File: src/rtl/bin2bcd_pkg.sv
// bin2bcd_pkg: shared types and constants
// for the sequential binary-to-BCD converter.
package bin2bcd_pkg;

  typedef enum logic [1:0] {
    S_IDLE  = 2'd0,
    S_SHIFT = 2'd1,
    S_DONE  = 2'd2
  } state_t;

  localparam logic [3:0] ADJ_THRESH = 4'd5;
  localparam logic [3:0] ADJ_OFFSET = 4'd3;

endpackage

File: src/rtl/bin2bcd_seq_digit_adj.sv
// bcd_digit_adj: double-dabble digit correction,
// adds 3 to a BCD digit that is 5 or more.
module bcd_digit_adj
  import bin2bcd_pkg::*;
(
  input  logic [3:0] i_digit,
  output logic [3:0] o_digit
);

  assign o_digit = (i_digit >= ADJ_THRESH)
                 ? i_digit + ADJ_OFFSET
                 : i_digit;

endmodule

File: src/rtl/bin2bcd_seq.sv
// bin2bcd_seq: shift-and-add-3 binary to BCD
// converter, fixed latency of BIN_W shift cycles.
module bin2bcd_seq
  import bin2bcd_pkg::*;
#(
  parameter int BIN_W  = 6,
  parameter int DIGITS = 2
) (
  input  logic                  clk,
  input  logic                  rst,
  input  logic                  start,
  input  logic [BIN_W-1:0]      bin,
  output logic                  ready,
  output logic                  busy,
  output logic                  done,
  output logic [4*DIGITS-1:0]   bcd,
  output logic                  ovf
);

  localparam int AW = 4 * DIGITS;
  localparam int CW = $clog2(BIN_W + 1);
  localparam logic [CW-1:0] CNT_LOAD = CW'(BIN_W);
  localparam logic [CW-1:0] CNT_ONE  = CW'(1);

  state_t r_state;
  state_t w_next;

  logic [AW-1:0]       r_acc;
  logic [BIN_W-1:0]    r_sh;
  logic [CW-1:0]       r_cnt;
  logic                r_ovf_trk;
  logic [AW-1:0]       r_bcd;
  logic                r_ovf;

  logic [AW-1:0]       w_adj;
  logic [AW+BIN_W-1:0] w_cat;
  logic [AW-1:0]       w_acc_nx;
  logic [BIN_W-1:0]    w_sh_nx;
  logic                w_carry;
  logic                w_accept;
  logic                w_last;

  for (genvar g = 0; g < DIGITS; g++) begin : g_adj
    bcd_digit_adj u_adj (
      .i_digit (r_acc[4*g +: 4]),
      .o_digit (w_adj[4*g +: 4])
    );
  end

  assign w_cat    = {w_adj, r_sh} << 1;
  assign w_acc_nx = w_cat[AW+BIN_W-1:BIN_W];
  assign w_sh_nx  = w_cat[BIN_W-1:0];
  assign w_carry  = w_adj[AW-1];
  assign w_accept = start & ready;
  assign w_last   = (r_state == S_SHIFT)
                  && (r_cnt == CNT_ONE);

  // FSM state register
  always_ff @(posedge clk) begin
    if (rst) r_state <= S_IDLE;
    else     r_state <= w_next;
  end

  // FSM next-state logic
  always_comb begin
    w_next = r_state;
    unique case (r_state)
      S_IDLE:  if (start) w_next = S_SHIFT;
      S_SHIFT: if (r_cnt == CNT_ONE) w_next = S_DONE;
      S_DONE:  w_next = start ? S_SHIFT : S_IDLE;
      default: w_next = S_IDLE;
    endcase
  end

  // FSM outputs decoded straight from state
  always_comb begin
    ready = 1'b0;
    busy  = 1'b0;
    done  = 1'b0;
    unique case (r_state)
      S_IDLE:  ready = 1'b1;
      S_SHIFT: busy  = 1'b1;
      S_DONE: begin
        ready = 1'b1;
        done  = 1'b1;
      end
      default: ready = 1'b0;
    endcase
  end

  // load operand on accept, then adjust-and-shift
  always_ff @(posedge clk) begin
    if (rst) begin
      r_acc     <= '0;
      r_sh      <= '0;
      r_cnt     <= '0;
      r_ovf_trk <= 1'b0;
    end else if (w_accept) begin
      r_acc     <= '0;
      r_sh      <= bin;
      r_cnt     <= CNT_LOAD;
      r_ovf_trk <= 1'b0;
    end else if (busy) begin
      r_acc     <= w_acc_nx;
      r_sh      <= w_sh_nx;
      r_cnt     <= r_cnt - CNT_ONE;
      r_ovf_trk <= r_ovf_trk | w_carry;
    end
  end

  // capture result on the final shift only
  always_ff @(posedge clk) begin
    if (rst) begin
      r_bcd <= '0;
      r_ovf <= 1'b0;
    end else if (w_last) begin
      r_bcd <= w_acc_nx;
      r_ovf <= r_ovf_trk | w_carry;
    end
  end

  assign bcd = r_bcd;
  assign ovf = r_ovf;

endmodule
File: config.mk
export PLATFORM = sky130hd
export DESIGN_NAME = bin2bcd_seq
export DESIGN_NICKNAME = d
export VERILOG_FILES = /design/src/rtl/bin2bcd_pkg.sv /design/src/rtl/bin2bcd_seq_digit_adj.sv /design/src/rtl/bin2bcd_seq.sv
export SDC_FILE = /design/constraint.sdc
export NUM_CORES = 1
export LEC_CHECK = 0
export BUFFER_PORTS_ARGS = -buffer_cell sky130_fd_sc_hd__buf_2
export CORE_MARGIN = 5
export CORE_UTILIZATION = 35
export CTS_BUF_LIST = sky130_fd_sc_hd__clkbuf_2 sky130_fd_sc_hd__clkbuf_4 sky130_fd_sc_hd__clkbuf_8
export DETAILED_ROUTE_END_ITERATION = 10
export PLACE_DENSITY = 0.59
export SETUP_SLACK_MARGIN = 0.05
export SLEW_MARGIN = 20
export SYNTH_ARGS = -nofsm -noshare
export SYNTH_HDL_FRONTEND = slang
export SYNTH_HIERARCHICAL = 1
export SYNTH_SLANG_ARGS = --single-unit
File: constraint.sdc
create_clock -name clk -period 1.63 [get_ports clk]
set_clock_uncertainty 0.2 [all_clocks]
set_input_delay 0.326 -clock clk [delete_from_list [all_inputs] [get_ports clk]]
set_output_delay 0.326 -clock clk [all_outputs]
set_load 0.01 [all_outputs]
# After elaboration in Yosys (flattened, before gate mapping)
# Index checks and enable logic that the tools add are counted.
# word_totals
ff_bits,29
latchBits,0
ramBits,0
mem_bits_ro,0
in_bits,9
wordCells,39
mem_count,0
# classes
add_sub_neg,3
mul,0
n_div,0
order_cmp,2
eq_ne,5
shift,0
n_mux,13
n_bitwise,2
reduce_logical,6
# ops
op,n
2-to-1 mux 6 bit,2
"adder 4 x 2 -> 4 bit, second input constant",2
">= comparator 4 x 3 -> 1 bit, second input constant",2
2-to-1 mux 4 bit,2
2-to-1 mux 3 bit,2
one-hot mux 2 bit (3 select lines),1
2-to-1 mux 1 bit,4
2-to-1 mux 2 bit,2
OR reduction 2 bit,2
"== test 3 x 1 -> 1 bit, second input constant",1
"subtractor 3 x 1 -> 3 bit, second input constant",1
"== test 2 x 1 -> 1 bit, second input constant",1
"== test 2 bit, second input constant",1
zero test 2 bit,1
"inequality test 2 x 1 -> 1 bit, second input constant",1
"inequality test 2 bit, second input constant",1
AND reduction 2 bit,1
nonzero test 2 bit,1
bitwise AND 1 bit,1
logical AND 1 bit,1
OR 1 bit,1

# Depth between registers and ports, before layout
# Gate-level depths: netlist (run 1).
# logic_depth
ltp_word,5
depth_mapped,7
ltp_nobuf,7

# Modules after synthesis
# Netlist (run 1), hierarchy kept.
# modules_own_cells
module,instances,cells_per_inst,area_each_um2,seq_area_each_um2
bin2bcd_seq,1,134,1141.1,580.6
bcd_digit_adj,2,16,101.3,0.0

# Worst setup path after synthesis (run 1)
# OpenSTA, ideal clock, no wires.
# synth_timing
path_kind,flip-flop to flip-flop
start,register r_acc[1]
end,register r_bcd[2] (netlist: bcd[2])
arrival_ns,1.262
required_ns,1.360
setup_slack_ns,0.097
stages_incl_launch_ff,8
path_buffers,0
cell_sequence,dfxtp_1 -> inv_1 -> ha_1 -> nand2b_1 -> a21oi_2 -> mux2i_1 -> nand2_1 -> a21oi_1
# synth_between
elab_chain_cells,2
# synth_rtl
element,line,text
start: declaration,bin2bcd_seq.sv:28,logic [AW-1:0] r_acc;
start signal: assignment,bin2bcd_seq.sv:104,r_acc <= w_acc_nx;
adder 4 x 2 -> 4 bit / >= comparator 4 x 3 -> 1 bit (equally long branches),"bin2bcd_seq_digit_adj.sv:11, bin2bcd_seq_digit_adj.sv:10",
2-to-1 mux 4 bit (*),bin2bcd_seq_digit_adj.sv:11,? i_digit + ADJ_OFFSET
via w_acc_nx[2],bin2bcd_seq.sv:37,logic [AW-1:0] w_acc_nx;
end signal: assignment,bin2bcd_seq.sv:117,r_bcd <= w_acc_nx;
end: declaration,bin2bcd_seq.sv:32,logic [AW-1:0] r_bcd;
# The timed path passes the listed nets; every way through them passes the cells marked *.
# A chain may end at the register's enable or synchronous reset.

# Worst setup path in the final report (run 1)
# layout_timing
start,register r_acc[5]
end,register r_bcd[6] (netlist: bcd[6])
# Same word-level chain as after synthesis.

==> flow_metrics.env, run 1 <==
export IMPL_worstSetupEndpointType="register"
export IMPL_critPathLaunchType="register"
export IMPL_dp_hpwl_um=2050
export IMPL_grt_use_total_pct=12.1
export IMPL_io_buffers=20
export IMPL_whs_ns=0.145
export IMPL_core_area_sq_mm=0.00369
export IMPL_routed_wl_um=3190
export IMPL_synth_edf_count=0
export IMPL_crit_path_max_fanout=3
export IMPL_root_buffer="clkbuf_8"
export IMPL_gp_congestion=0.798
export IMPL_max_clock_freq_mhz=600
export IMPL_synthTopCellsByArea="dfxtp_1 43%, nand2_1 13%, a21oi_1 6.7%"
export IMPL_cts_inserted_buffers=5
export IMPL_worstPathCellList="inv_4 -> ha_4 -> nand2b_4 -> a21oi_4 -> mux2i_2 -> nand2_1 -> a21oi_2"
export IMPL_clock_path_buffers=2
export IMPL_syn_avg_cell_area_sq_um=8.10
export IMPL_critPathTopFamily="flip-flops"
export IMPL_fin_cells=246
export IMPL_dp_cells=235
export IMPL_violations="negative setup slack"
export IMPL_status="complete, but fails checks"
export IMPL_hold_buffers=0
export IMPL_async_flop_share_pct=0
export IMPL_drc=0
export IMPL_tritoncts="yes"
export IMPL_grt_pass1_wl_um=4900
export IMPL_drv_slew=0
export IMPL_synthCells=166
export IMPL_multi_input_area_sq_um=786
export IMPL_dieHeight_um=72.0
export IMPL_synth_fp_nets=181
export IMPL_drt_iter0_markers=63
export IMPL_arrival_ns=1.68
export IMPL_fin_crit_sh_pct=102
export IMPL_wire_per_inst_um=13.0
export IMPL_synth_top_cell_by_area="dfxtp_1"
export IMPL_worstSetupPathType="reg -> reg"
export IMPL_clk_pin_slew_ns=0.06
export IMPL_postRouteAntennaNets=0
export IMPL_start_util_pct=36.4
export IMPL_fin_ws_ns=-0.0371
export IMPL_antenna_found_initial=0
export IMPL_ys_types=26
export IMPL_power_density_mw_per_mm2=865
export IMPL_grt_setup_unrepaired="true"
export IMPL_cellLeakagePower_nw=0.689
export IMPL_clock_sinks=29
export IMPL_num_vias=1188
export IMPL_slowest_delay_ns=0.35
export IMPL_die_x_um=72.0
export IMPL_hold_class="in -> reg"
export IMPL_synthFlopType="dfxtp_1"
export IMPL_synth_common_cells="46 x nand2_1, 29 x dfxtp_1, 18 x a21oi_1"
export IMPL_seqCellArea_sq_um=589
export IMPL_worst_path_buf_inv=1
export IMPL_syn2layout_area_growth_pct=32.0
export IMPL_fillers=365
export IMPL_worstPathRequired_ns=1.64
export IMPL_n_antenna_cell=0
export IMPL_tightest_slew_ns=0.445
export IMPL_io_pin_count=21
export IMPL_clkLatencyLatePin_ns=0.28
export IMPL_critPathSlowestCell="dfxtp_2"
export IMPL_timing_slew_headroom_pct=70.3
export IMPL_grt_pass1_vias=1041
export IMPL_nets=213
export IMPL_first_pass_iters=4
export IMPL_grt_overflow_total=0
export IMPL_htreeDepth=2
export IMPL_drive_gt1_share_pct=34.8
export IMPL_drv_cap=0
export IMPL_hold_violations=0
export IMPL_max_vdd_ir_drop_mv=0.368
export IMPL_ys_seq_area_share_pct=43.2
export IMPL_rows=22
export IMPL_finalCriticalPeriod_ns=1.67
export IMPL_synth_top_cell_area_share_pct=43.2
export IMPL_ys_warn_count=6
export IMPL_setup_violations=2
export IMPL_grt_max_degree=20
export IMPL_syn_area_sq_mm=0.00134
export IMPL_synth_most_common_cell="nand2_1"
export IMPL_synth_ff_latch_count=29
export IMPL_viasPerCell=4.83
export IMPL_die_area_sq_mm=0.00518
[power breakdown]
part / leakage [nW] / switching (mW) / internal, mW / total, mW
logic: 0.402 / 0.0950 / 0.0739 / 0.169
clock network: 0.0477 / 0.261 / 0.351 / 0.612
registers: 0.239 / 0.0194 / 0.734 / 0.754
total: 0.689 / 0.376 / 1.16 / 1.53
[state kept, by name (all words and copies together), names as in the netlist]
register	flops
r_acc	8
r_sh	6
ovf	1
r_state	2
r_ovf_trk	1
r_cnt	3
bcd	8
[final cells by class]
type,instances,share of cell area (%)
multi-input cells,119,44.3
flip-flops and latches,29,33.2
repair buffers,34,11.6
clock buffers,7,5.08
well taps,48,3.39
inverters,9,2.47
[layout by cell type, fill, tap and decap left out, types with 2 or more instances in the layout]
master and count:
nand2b_4 3, a21oi_1 15, a311oi_2 2, xnor2_1 2
a21oi_4 2, clkbuf_8 6, ha_1 2, mux2i_2 2
nand2_1 46, buf_4 14, inv_4 2, inv_1 5
nand2b_1 3, a311oi_1 2, nor3_1 8, o22ai_1 2
buf_2 20, ha_4 4, nor2b_1 2, dfxtp_1 24
o21ai_0 3, dfxtp_2 4, a21oi_2 3, nor2_1 9
a211oi_1 2
[logic make-up after synthesis]
logic type	count (synthesis)	synth area share, %
simple gates	74	24.5
fa+ha+maj	6	5.59
buf+inv	18	7.08
compound gates	33	15.5
mux	3	2.23
xor+xnor	3	1.96
flops	29	43.2
[path summary, 6_finish.rpt]
check                           slack [ns]  endpoint  cells past startpoint  startpoint
worst min-delay path                  0.14   r_sh[0]                      3      bin[0]
worst min register to register        0.25    bcd[5]                      2      bcd[5]
worst max register to register       -0.04    bcd[6]                      7    r_acc[5]
worst max-delay path                 -0.04    bcd[6]                      7    r_acc[5]
[through the flow]
stage	setup TNS (ns)	utilization [%]	total power, mW	setup WS, ns	instance area, sq um
after detailed placement	-0.0335	41.1	0.928	-0.0179	1520
after CTS	0	45.0	1.55	0.0600	1660
after global placement	0	41.1	0.928	0.0260	1520
final	-0.0558	48.1	1.53	-0.0371	1770
after global routing	-0.376	48.1	1.60	-0.114	1770
after floorplan	0	-	0.881	0.0971	1340
[worst reg2reg max path: cells and delay by family (launching register included)]
| kind | cells | cell delay, ns |
|---|---|---|
| mux | 1 | 0.27 |
| simple gates | 2 | 0.25 |
| fa+ha+maj | 1 | 0.14 |
| flops | 1 | 0.35 |
| buf+inv | 1 | 0.05 |
| compound gates | 2 | 0.34 |
[metal layers]
metal / wire, um / GRT usage (%) / share of wire, % / up-vias
li1: - / - / - / 616
met5: 0 / 0 / 0 / -
met3: 170 / 4.29 / 5.3 / 6
met2: 1520 / 18.9 / 48 / 28
met1: 1470 / 15.8 / 46 / 538
met4: 33 / 3.13 / 1.0 / 0
[what timing repair did]
action / CTS / global route
resized for setup: 11 / 22
endpoints found under the setup margin: 7 / 9
buffers inserted: 1 / 3
pin swaps: 2 / 9
Power figures use the tool's default switching activity.
==> inputs of run 2 (changes only) <==
BUFFER_PORTS_ARGS = -buffer_cell sky130_fd_sc_hd__buf_4   (was -buffer_cell sky130_fd_sc_hd__buf_2)
CORE_MARGIN = 4   (was 5)
PLACE_DENSITY = 0.57   (was 0.59)
clock period = 2.1 ns   (was 1.63 ns; I/O delays follow)
==> run 2 against run 1 <==
The run now ends clean. Wire length down 9.5%. Final area down 10%. Hold slack better by 0.11 ns. Setup slack better by 0.30 ns. Critical endpoint is now busy.
==> flow_metrics.env, run 2 (same netlist as run 1, synthesis figures left out) <==
export IMPL_drv_slew=0
export IMPL_hold_class="reg -> reg"
export IMPL_timing_slew_headroom_pct=71.9
export IMPL_finalCriticalPeriod_ns=1.84
export IMPL_layout_commonest_cell="nand2_1"
export IMPL_slowest_delay_ns=0.46
export IMPL_nets=202
export IMPL_antenna_found_initial=0
export IMPL_worstPathRequired_ns=1.48
export IMPL_routed_wl_um=2890
export IMPL_dp_hpwl_um=2070
export IMPL_max_vdd_ir_drop_mv=0.476
export IMPL_viasPerCell=4.90
export IMPL_crit_path_max_fanout=14
export IMPL_grt_setup_unrepaired="false"
export IMPL_cts_inserted_buffers=5
export IMPL_io_pin_count=21
export IMPL_grt_use_total_pct=12.5
export IMPL_setup_violations=0
export IMPL_hold_violations=0
export IMPL_seqCellArea_sq_um=581
export IMPL_fillers=391
export IMPL_gp_congestion=0.811
export IMPL_core_area_sq_mm=0.00369
export IMPL_num_vias=1147
export IMPL_p_total_mw=1.12
export IMPL_cellLeakagePower_nw=0.618
export IMPL_start_util_pct=36.4
export IMPL_die_x_um=70.0
export IMPL_multi_input_area_sq_um=673
export IMPL_root_buffer="clkbuf_8"
export IMPL_tightest_slew_ns=0.421
export IMPL_drive_gt1_share_pct=18.8
export IMPL_critPathSlowestCell="dfxtp_1"
export IMPL_wire_per_inst_um=12.4
export IMPL_clock_path_buffers=2
export IMPL_status="finished, final reports clean"
export IMPL_drt_iter0_markers=71
export IMPL_worstPathCellList="nand2b_4 -> inv_4 -> buf_4"
export IMPL_dieHeight_um=70.0
export IMPL_clkLatencyLatePin_ns=0.27
export IMPL_critPathLaunchType="register"
export IMPL_layout_common_cells="46 x nand2_1, 29 x dfxtp_1, 23 x buf_4"
export IMPL_grt_pass1_wl_um=4860
export IMPL_clock_sinks=29
export IMPL_htreeDepth=2
export IMPL_n_antenna_cell=0
export IMPL_clk_pin_slew_ns=0.06
export IMPL_fin_cells=234
export IMPL_arrival_ns=1.22
export IMPL_worstSetupEndpointType="output port"
export IMPL_syn2layout_area_growth_pct=18.8
export IMPL_drv_cap=0
export IMPL_fin_tns_setup_ns=0
export IMPL_die_area_sq_mm=0.00489
export IMPL_max_clock_freq_mhz=543
export IMPL_power_density_mw_per_mm2=699
export IMPL_drc=0
export IMPL_post_cts_buffers=0
export IMPL_tritoncts="yes"
export IMPL_first_pass_iters=4
export IMPL_worstSetupPathType="reg -> out"
export IMPL_fin_util_pct=43.3
export IMPL_io_buffers=20
export IMPL_dp_cells=228
export IMPL_grt_max_degree=21
export IMPL_grt_overflow_total=0
export IMPL_rows=22
export IMPL_fin_crit_sh_pct=87.6
export IMPL_grt_pass1_vias=1093
export IMPL_place_area_sq_mm=0.00152
export IMPL_postRouteAntennaNets=0
export IMPL_fin_area_sq_mm=0.00160
## run 2: cell types whose count changed in the layout (fill, tap and decap cells not counted), moves of 3 or more
| cell | previous run | this run |
|---|---|---|
| buf_2 | 20 | 0 |
| dfxtp_2 | 4 | 0 |
| ha_1 | 2 | 6 |
| buf_4 | 14 | 23 |
| dfxtp_1 | 24 | 29 |
| a21oi_1 | 15 | 18 |
| inv_1 | 5 | 8 |
| nand2b_1 | 3 | 6 |
| ha_4 | 4 | 0 |
## run 2: final cells by class
cell class	instances	area share, %
clock buffers	5	4.31
well taps	48	3.76
clock inverters	1	0.313
multi-input cells	119	42.2
inverters	9	2.27
repair buffers	23	10.8
flip-flops and latches	29	36.4
## run 2: critical path: cells and delay by family (launching register included)
| kind | cells | cell delay, ns |
|---|---|---|
| flip-flops | 1 | 0.46 |
| buffers and inverters | 2 | 0.31 |
| AND/OR/NAND/NOR | 1 | 0.17 |
## run 2: path summary, 6_finish.rpt
check                   from       end  slack (ns)  cells past startpoint
setup / recovery  r_state[0]      busy        0.26                      3
hold / removal        bcd[5]    bcd[5]        0.26                      2
setup reg to reg    r_acc[1]  r_acc[2]        0.36                      7
hold reg to reg       bcd[5]    bcd[5]        0.26                      2
## run 2: per-layer routing
layer	global-route usage, %	wire length, um	up-vias
li1	-	-	589
met1	14.3	1350	530
met2	20.8	1390	24
met3	3.74	130	4
met4	6.38	20	0
met5	0	0	-
## run 2: power by group
group / internal [mW] / total (mW) / switching [mW]
Combinational: 0.0514 / 0.120 / 0.0691
Clock: 0.217 / 0.410 / 0.192
Sequential: 0.571 / 0.586 / 0.0157
Total: 0.839 / 1.12 / 0.277
## run 2: through the flow
step	worst slack (ns)	hold slack, ns
2_1_floorplan	0.567	0.238
3_3_place_gp	0.322	0.245
3_5_place_dp	0.332	0.254
4_1_cts	0.0826	0.260
5_1_grt	0.136	0.264
6_report	0.260	0.257
## run 2: timing repair
action / 4_1_cts / 5_1_grt
hold buffers: 0 / 0
resized for setup: 0 / 2
endpoints found under the setup margin: 0 / 1
